### src/rtl/div_sequencer_if.sv
// Request/result bundle between the divide sequencer, its requester/consumer
// and the combinational divider it wraps.
interface div_sequencer_if;
    logic        start;
    logic [31:0] operand_a;
    logic [31:0] operand_b;
    logic [31:0] div_a;
    logic [31:0] div_b;
    logic [63:0] div_z;
    logic        busy;
    logic        out_valid;
    logic        out_ready;
    logic [31:0] hi;
    logic [31:0] lo;
    logic        dbz;

    modport slave (
        input  start, operand_a, operand_b, div_z, out_ready,
        output div_a, div_b, busy, out_valid, hi, lo, dbz
    );

    modport master (
        output start, operand_a, operand_b, div_z, out_ready,
        input  div_a, div_b, busy, out_valid, hi, lo, dbz
    );
endinterface

### src/rtl/div_sequencer.sv
// Multi-cycle sequencer and sign fixup around the magnitude-only combinational
// divider; delivers signed HI (remainder) / LO (quotient) over valid/ready.
//
//   state    | meaning
//   ---------+----------------------------------------------------------
//   S_IDLE   | waiting for start; busy low
//   S_SETTLE | magnitudes held on div_a/div_b while the divider settles
//   S_FIXUP  | one cycle: apply signs, or substitute dbz/overflow result
//   S_HOLD   | result presented with out_valid until out_ready
module div_sequencer #(
    parameter int unsigned SETTLE_CYCLES = 4
) (
    input  logic           clk,
    input  logic           clr,
    div_sequencer_if.slave bus
);

    typedef enum logic [1:0] {
        S_IDLE   = 2'd0,
        S_SETTLE = 2'd1,
        S_FIXUP  = 2'd2,
        S_HOLD   = 2'd3
    } state_t;

    localparam logic [3:0]  CNT_LOAD = 4'(SETTLE_CYCLES - 1);
    localparam logic [31:0] INT_MIN  = 32'h8000_0000;

    state_t      r_state;
    logic [3:0]  r_cnt;
    logic        r_sign_a;
    logic        r_sign_b;
    logic        r_dbz_case;
    logic        r_ovf_case;
    logic [31:0] r_div_a;
    logic [31:0] r_div_b;
    logic [63:0] r_z_cap;
    logic [31:0] r_hi;
    logic [31:0] r_lo;
    logic        r_dbz;
    logic        r_busy;
    logic        r_valid;

    logic [31:0] w_abs_a;
    logic [31:0] w_abs_b;
    logic        w_is_dbz;
    logic        w_is_ovf;
    logic [31:0] w_neg_q;
    logic [31:0] w_neg_r;
    logic [31:0] w_dividend;

    // INT_MIN negates to itself, which is exactly the magnitude the divider wants.
    assign w_abs_a  = bus.operand_a[31] ? (32'd0 - bus.operand_a) : bus.operand_a;
    assign w_abs_b  = bus.operand_b[31] ? (32'd0 - bus.operand_b) : bus.operand_b;
    assign w_is_dbz = (bus.operand_b == 32'd0);
    assign w_is_ovf = (bus.operand_a == INT_MIN) && (bus.operand_b == 32'hFFFF_FFFF);

    assign w_neg_q    = 32'd0 - r_z_cap[31:0];
    assign w_neg_r    = 32'd0 - r_z_cap[63:32];
    // Original dividend is rebuilt from magnitude and sign rather than stored twice.
    assign w_dividend = r_sign_a ? (32'd0 - r_div_a) : r_div_a;

    always_ff @(posedge clk) begin
        if (clr) begin
            r_state    <= S_IDLE;
            r_cnt      <= '0;
            r_sign_a   <= 1'b0;
            r_sign_b   <= 1'b0;
            r_dbz_case <= 1'b0;
            r_ovf_case <= 1'b0;
            r_div_a    <= '0;
            r_div_b    <= '0;
            r_z_cap    <= '0;
            r_hi       <= '0;
            r_lo       <= '0;
            r_dbz      <= 1'b0;
            r_busy     <= 1'b0;
            r_valid    <= 1'b0;
        end else begin
            case (r_state)
                S_IDLE: begin
                    if (bus.start) begin
                        r_sign_a   <= bus.operand_a[31];
                        r_sign_b   <= bus.operand_b[31];
                        r_div_a    <= w_abs_a;
                        r_div_b    <= w_abs_b;
                        r_cnt      <= CNT_LOAD;
                        r_busy     <= 1'b1;
                        r_dbz_case <= w_is_dbz;
                        r_ovf_case <= w_is_ovf;
                        r_state    <= (w_is_dbz || w_is_ovf) ? S_FIXUP : S_SETTLE;
                    end
                end

                S_SETTLE: begin
                    if (r_cnt == 4'd0) begin
                        r_z_cap <= bus.div_z;
                        r_state <= S_FIXUP;
                    end else begin
                        r_cnt <= r_cnt - 4'd1;
                    end
                end

                S_FIXUP: begin
                    if (r_dbz_case) begin
                        r_lo  <= 32'hFFFF_FFFF;
                        r_hi  <= w_dividend;
                        r_dbz <= 1'b1;
                    end else if (r_ovf_case) begin
                        r_lo  <= INT_MIN;
                        r_hi  <= 32'd0;
                        r_dbz <= 1'b0;
                    end else begin
                        r_lo  <= (r_sign_a ^ r_sign_b) ? w_neg_q : r_z_cap[31:0];
                        r_hi  <= r_sign_a ? w_neg_r : r_z_cap[63:32];
                        r_dbz <= 1'b0;
                    end
                    r_valid <= 1'b1;
                    r_state <= S_HOLD;
                end

                S_HOLD: begin
                    if (bus.out_ready) begin
                        r_valid <= 1'b0;
                        r_busy  <= 1'b0;
                        r_state <= S_IDLE;
                    end
                end

                default: r_state <= S_IDLE;
            endcase
        end
    end

    assign bus.div_a     = r_div_a;
    assign bus.div_b     = r_div_b;
    assign bus.busy      = r_busy;
    assign bus.out_valid = r_valid;
    assign bus.hi        = r_hi;
    assign bus.lo        = r_lo;
    assign bus.dbz       = r_dbz;

endmodule

### src/flat_wrapper.sv
// flat-port wrapper written by rule: the top's interface ports become plain ports
module div_sequencer_flat 
#(
    parameter int unsigned SETTLE_CYCLES = 4
)
  (clk, clr, bus_start, bus_operand_a, bus_operand_b, bus_div_z, bus_out_ready, bus_div_a, bus_div_b, bus_busy, bus_out_valid, bus_hi, bus_lo, bus_dbz);
  div_sequencer_if bus_i ();
  input  logic clk;
  input  logic clr;
  input wire logic [$bits(bus_i.start)-1:0] bus_start;
  input wire logic [$bits(bus_i.operand_a)-1:0] bus_operand_a;
  input wire logic [$bits(bus_i.operand_b)-1:0] bus_operand_b;
  input wire logic [$bits(bus_i.div_z)-1:0] bus_div_z;
  input wire logic [$bits(bus_i.out_ready)-1:0] bus_out_ready;
  output wire logic [$bits(bus_i.div_a)-1:0] bus_div_a;
  output wire logic [$bits(bus_i.div_b)-1:0] bus_div_b;
  output wire logic [$bits(bus_i.busy)-1:0] bus_busy;
  output wire logic [$bits(bus_i.out_valid)-1:0] bus_out_valid;
  output wire logic [$bits(bus_i.hi)-1:0] bus_hi;
  output wire logic [$bits(bus_i.lo)-1:0] bus_lo;
  output wire logic [$bits(bus_i.dbz)-1:0] bus_dbz;
  assign bus_i.start = bus_start;
  assign bus_i.operand_a = bus_operand_a;
  assign bus_i.operand_b = bus_operand_b;
  assign bus_i.div_z = bus_div_z;
  assign bus_i.out_ready = bus_out_ready;
  assign bus_div_a = bus_i.div_a;
  assign bus_div_b = bus_i.div_b;
  assign bus_busy = bus_i.busy;
  assign bus_out_valid = bus_i.out_valid;
  assign bus_hi = bus_i.hi;
  assign bus_lo = bus_i.lo;
  assign bus_dbz = bus_i.dbz;
  div_sequencer #(.SETTLE_CYCLES(SETTLE_CYCLES)) u_core (.clk(clk), .clr(clr), .bus(bus_i));
endmodule
### config.mk
export PLATFORM = sky130hd
export DESIGN_NAME = div_sequencer_flat
export DESIGN_NICKNAME = d
export VERILOG_FILES = /design/src/rtl/div_sequencer_if.sv /design/src/rtl/div_sequencer.sv /design/src/flat_wrapper.sv
export SDC_FILE = /design/constraint.sdc
export NUM_CORES = 1
export LEC_CHECK = 0
export ABC_CLOCK_PERIOD_IN_PS = 2800
export CAP_MARGIN = 10
export CORE_ASPECT_RATIO = 0.75
export CORE_UTILIZATION = 46
export DETAILED_ROUTE_END_ITERATION = 6
export GPL_ROUTABILITY_DRIVEN = 0
export GPL_TIMING_DRIVEN = 0
export PLACE_DENSITY = 0.78
export SYNTH_ARGS = -nofsm -noshare
export SYNTH_HDL_FRONTEND = slang
export SYNTH_SLANG_ARGS = --single-unit
export TNS_END_PERCENT = 100
### constraint.sdc
create_clock -name clk -period 2.8 [get_ports clk]
set_input_delay 0.56 -clock clk [delete_from_list [all_inputs] [get_ports clk]]
set_output_delay 0.56 -clock clk [all_outputs]
set_load 0.05 [all_outputs]
* After elaboration in Yosys (flattened, before gate mapping) *
Cells that the tools add are included.

operators by class
  add/sub/neg operators = 6
  bitwise gates (word level) = 1
  reductions and logical operators = 14
  multiplexer cells = 22
  eq/ne operators = 9

operator list
  operator               count
  $mux 32                9
  $sub 1x32->32 const A  5
  $eq 32x32->1 const B   2
  $logic_not 32->1       1
  $reduce_and 3->1       3
  $mux 2                 4
  $mux 4                 2
  $pmux 2 s4             1
  $pmux 4 s2             1
  $ne 2x2->1 const B     3
  $reduce_and 2->1       3
  $reduce_bool 2->1      3
  $eq 2x2->1 const B     2
  $logic_not 4->1        1
  $pmux 1 s2             2
  $sub 4x1->4 const B    1
  $mux 1                 3
  $eq 2x1->1 const B     1
  $logic_not 2->1        1
  $ne 2x1->1 const B     1
  $logic_and 1x1->1      1
  $logic_or 1x1->1       1
  $xor 1x1->1            1

word-level totals
  register bits after elaboration = 205
  input port bits = 132
  logic and storage cells = 66

* Depth between registers and ports, before layout *
  depth after elaboration = 6
  mapped depth = 9
  depth with buffers taken out = 8

* Worst setup path after synthesis *
Ideal clock, no wire load.

  path kind = register -> register
  start = reg u_core.r_div_a[1] (netlist: u_core.bus.div_a[1])
  end = reg u_core.r_hi[30] (netlist: u_core.bus.hi[30])
  stages on the path, launching flop included = 10
  clock period less this slack = 2.757 ns
  setup slack = 0.043 ns
  arrival = 2.626 ns
  path through = dfxtp_1 -> inv_1 -> ha_1 -> or3b_1 -> or4_1 -> buf_2 -> o41ai_2 -> xnor2_1 -> a221oi_1 -> nor3_1

on the way
  word-level cells in the longest chain between the ends = 3

RTL lines
  what                    RTL line              text
  start, declared         div_sequencer.sv:34   logic [31:0] r_div_a;
  start signal, assigned  div_sequencer.sv:84   r_div_a <= w_abs_a;
  $sub 1x32->32           div_sequencer.sv:60   assign w_dividend = r_sign_a ? (32'd0 - r_div_a) : r_div_a;
  $mux 32                 div_sequencer.sv:60
  $mux 32                 div_sequencer.sv:104  if (r_dbz_case) begin
  end signal, assigned    div_sequencer.sv:106  r_hi <= w_dividend;
  end signal, assigned    div_sequencer.sv:114  r_hi <= r_sign_a ? w_neg_r : r_z_cap[63:32];
  end, declared           div_sequencer.sv:37   logic [31:0] r_hi;

Every way passes these cells.
A chain may end at the register's enable or synchronous reset.

* Worst setup path in the final report *
  start = reg u_core.r_div_a[2] (netlist: u_core.bus.div_a[2])
  end = reg u_core.r_hi[17] (netlist: u_core.bus.hi[17])

The elaborated chain is that of the path after synthesis.

==> impl_metrics.py <==
metrics = {
    "clock_tree": {
        "root_buffer": "clkbuf_16",
        "cts_made_buffers": 21,
        "htreeDepth": 1,
        "clock_latency_ns": 0.52,
        "clk_pin_slew_worst_paths_ns": 0.06,
        "cts_sinks": 205,
        "cts_tree": "done",
        "cts-hold-fix-buffers": 0,
        "cts_buffer_depth": 3,
    },
    "critical_path": {
        "endpoint_kind": "register",
        "reg2reg_slack_ns": 0.02,
        "critPathArrivalTime_ns": 3.17,
        "slowest_stage": "or4_1",
        "worstSetupStartpointType": "register",
        "cp_top_family": "simple AND/OR/NAND/NOR gates",
        "path_cells": "or4_1 -> or4_1 -> buf_2 -> o31a_1 -> xor2_1 -> a221oi_1 -> nor3_1",
        "cp_max_fo": 10,
        "worstSetupPathType": "reg -> reg",
        "crit_path_frequent_cell": "or4_1",
        "critPathBufInv": 1,
        "worst_path_largest_cell_delay_ns": 0.64,
        "required_ns": 3.19,
    },
    "synth": {
        "avgSynthCellArea_um2": 7.94,
        "async_reset_ff_frac": 0,
        "synth_compound_area_frac": 0.232,
        "yosys-top-cells-count": "dfxtp_1, nand2_1, a21oi_1",
        "yosysSeqAreaShare": 0.372,
        "synth_cell_types": 59,
        "synth_area_leaders": "dfxtp_1, nand2_1, a21oi_1",
        "synth_fp_nets": 1534,
        "synth-adder-area-share": 0.0136,
        "synthMuxAreaShare": 0.00567,
        "ys.flop_type": "dfxtp_1",
        "synth-xor-area-share": 0.112,
        "yosysMostFrequentCell": "dfxtp_1",
        "netlist_area_mm2": 0.0110,
        "synth-simple-area-share": 0.219,
        "synth_warnings": 0,
        "ys_ff_latch": 205,
        "synth_top_area_share": 0.372,
        "synth_top_family_by_area": "compound AO/OA/AOI/OAI gates",
        "synthCells": 1390,
        "synth.largest_area_cell": "dfxtp_1",
        "synth_edf_count": 0,
    },
    "worst_hold_path": {
        "worstHoldPathType": "in -> reg",
    },
    "timing": {
        "report.final.slew_viol_count": 0,
        "fin_crit_sh": 0.993,
        "clock-skew-final_ns": 0.00883,
        "max_freq_ghz": 0.360,
        "fin_crit_ns": 2.78,
        "final.setup.tns_ns": 0,
        "setup-violations-final": 0,
        "max_slew_margin": 0.388,
        "worst_slew_pin_slew_ns": 0.918,
        "hold_viol": 0,
    },
    "global_routing": {
        "grt_pass1_wl_mm": 62.1,
        "grt_pass1_vias": 11200,
        "antenna_found_initial": 2,
        "grt.total_usage": 0.323,
        "overflow": 0,
        "grt_max_degree": 14,
    },
    "routing": {
        "initialDrtViolationCount": 1315,
        "ant_nets": 0,
        "wl_per_cell_um": 20.7,
        "vias_per_cell": 6.08,
        "first_pass_iters": 6,
        "wl_mm": 41.2,
        "vias": 12100,
        "drcViolationCount": 0,
    },
    "floorplan": {
        "die_area_mm2": 0.0246,
        "row_count": 48,
        "pin_count": 263,
        "die_h_um": 136,
        "die_width_um": 181,
        "start_util": 0.475,
        "core_mm2": 0.0232,
    },
    "finish": {
        "n_antenna_cell": 0,
        "nets": 1817,
        "drive_gt1_frac": 0.0611,
        "syn2layout_area_growth_pct": 35.1,
    },
    "placement": {
        "dp_hpwl_mm": 30.9,
        "numPortBuffers": 261,
    },
    "power": {
        "combPwrFrac": 0.543,
        "vdd_drop_max_mv": 0.663,
        "seq_power_share": 0.286,
        "p_clk_frac": 0.172,
        "power.density_mw_per_mm2": 1050,
        "finalPower_mw": 15.7,
        "intPower_mw": 8.13,
        "p_sw_frac": 0.481,
        "cellLeakagePower_nw": 5.23,
        "switchingPower_mw": 7.54,
    },
    "flow_run": {
        "cap_violations": 0,
    },
    "outcome": {
        "outcome": "finished clean",
    },
}
[power by group through the flow]
stage	combinational [mW]	clock (mW)	sequential, mW
floorplan	3.89	0	6.02
finish	8.50	2.69	4.48
global placement	8.01	0	4.45
detailed placement	8.15	0	4.47
global route	9.03	2.81	4.54
CTS	8.24	2.69	4.42
[tightest hold or removal path: stages]
cell and delay (ns):
dlymetal6s2s_1 0.21, nand2_1 0.09, a21oi_1 0.05
[final cells by class]
type	count	area, um2
multi-input combinational	1060	6640
fill	2000	8330
timing repair buffer	263	2640
clock buffer	31	603
tap	300	375
buffer	98	417
clock inverter	6	33.8
inverter	24	90.1
sequential	205	4110
[per-stage QoR]
step / utilization / setup WS [ns] / std cells / cell area [um2] / hold slack (ns)
3_5_place_dp: 0.603 / -0.947 / 1951 / 14000 / 0.449
3_3_place_gp: 0.603 / -0.849 / 1951 / 14000 / 0.438
2_1_floorplan: - / 0.0426 / 1390 / 11000 / 0.449
6_report: 0.641 / 0.0198 / 1987 / 14900 / 0.450
4_1_cts: 0.634 / 0.00339 / 1987 / 14700 / 0.458
5_1_grt: 0.641 / -0.0102 / 1987 / 14900 / 0.479
[state kept, by name, summed over array words and instances, names as in the netlist, 2 cells and up]
| name | cells |
|---|---|
| u_core.bus.div_b | 32 |
| u_core.r_cnt | 4 |
| u_core.bus.hi | 32 |
| u_core.bus.lo | 32 |
| u_core.r_z_cap | 64 |
| u_core.bus.div_a | 32 |
| u_core.r_state | 2 |
[final timing paths]
path / endpoint / cells past startpoint / start
worst max register to register: u_core.bus.hi[17]$_SDFFE_PP0P_ / 7 / u_core.bus.div_a[2]$_SDFFE_PP0P_
worst min-delay path: u_core.bus.div_b[0]$_SDFFE_PP0P_ / 3 / bus_operand_b[0]
worst max-delay path: u_core.bus.hi[17]$_SDFFE_PP0P_ / 7 / u_core.bus.div_a[2]$_SDFFE_PP0P_
worst min register to register: u_core.bus.div_b[0]$_SDFFE_PP0P_ / 2 / u_core.bus.div_b[0]$_SDFFE_PP0P_
[metal layers]
metal / global-route usage / vias up / wire, um
li1: - / 5543 / -
met1: 0.436 / 5676 / 17300
met2: 0.498 / 730 / 17600
met3: 0.0737 / 123 / 4540
met4: 0.135 / 2 / 1680
met5: 0 / - / 10
[placed cells by master (no fill, tap or decap), types with 21 or more instances in the layout]
cell and n:
nor3_1 49, xnor2_1 73, clkbuf_1 92, clkdlybuf4s50_1 256, a21oi_1 137, o21ai_0 73, nand2_1 191, clkbuf_16 21
nor2_1 122, a211oi_1 42, xor2_1 65, o31ai_1 36, dfxtp_1 203, inv_1 24
[kinds of logic (layout without fill, tap and decap cells)]
family | after synthesis | in the layout
simple gates | 508 | 508
compound gates | 393 | 393
flops | 205 | 205
xor+xnor | 141 | 141
buf+inv | 125 | 422
fa+ha+maj | 12 | 12
mux | 6 | 6
[timing repair]
item | in CTS | in global routing
setup endpoints to repair | 33 | 37
cloned | 0 | 0
endpoints found under the hold margin | 0 | 0
pin swaps | 3 | 9
gates resized for setup | 16 | 31
buffers inserted | 0 | 1
(Power assumes the default switching activity.)
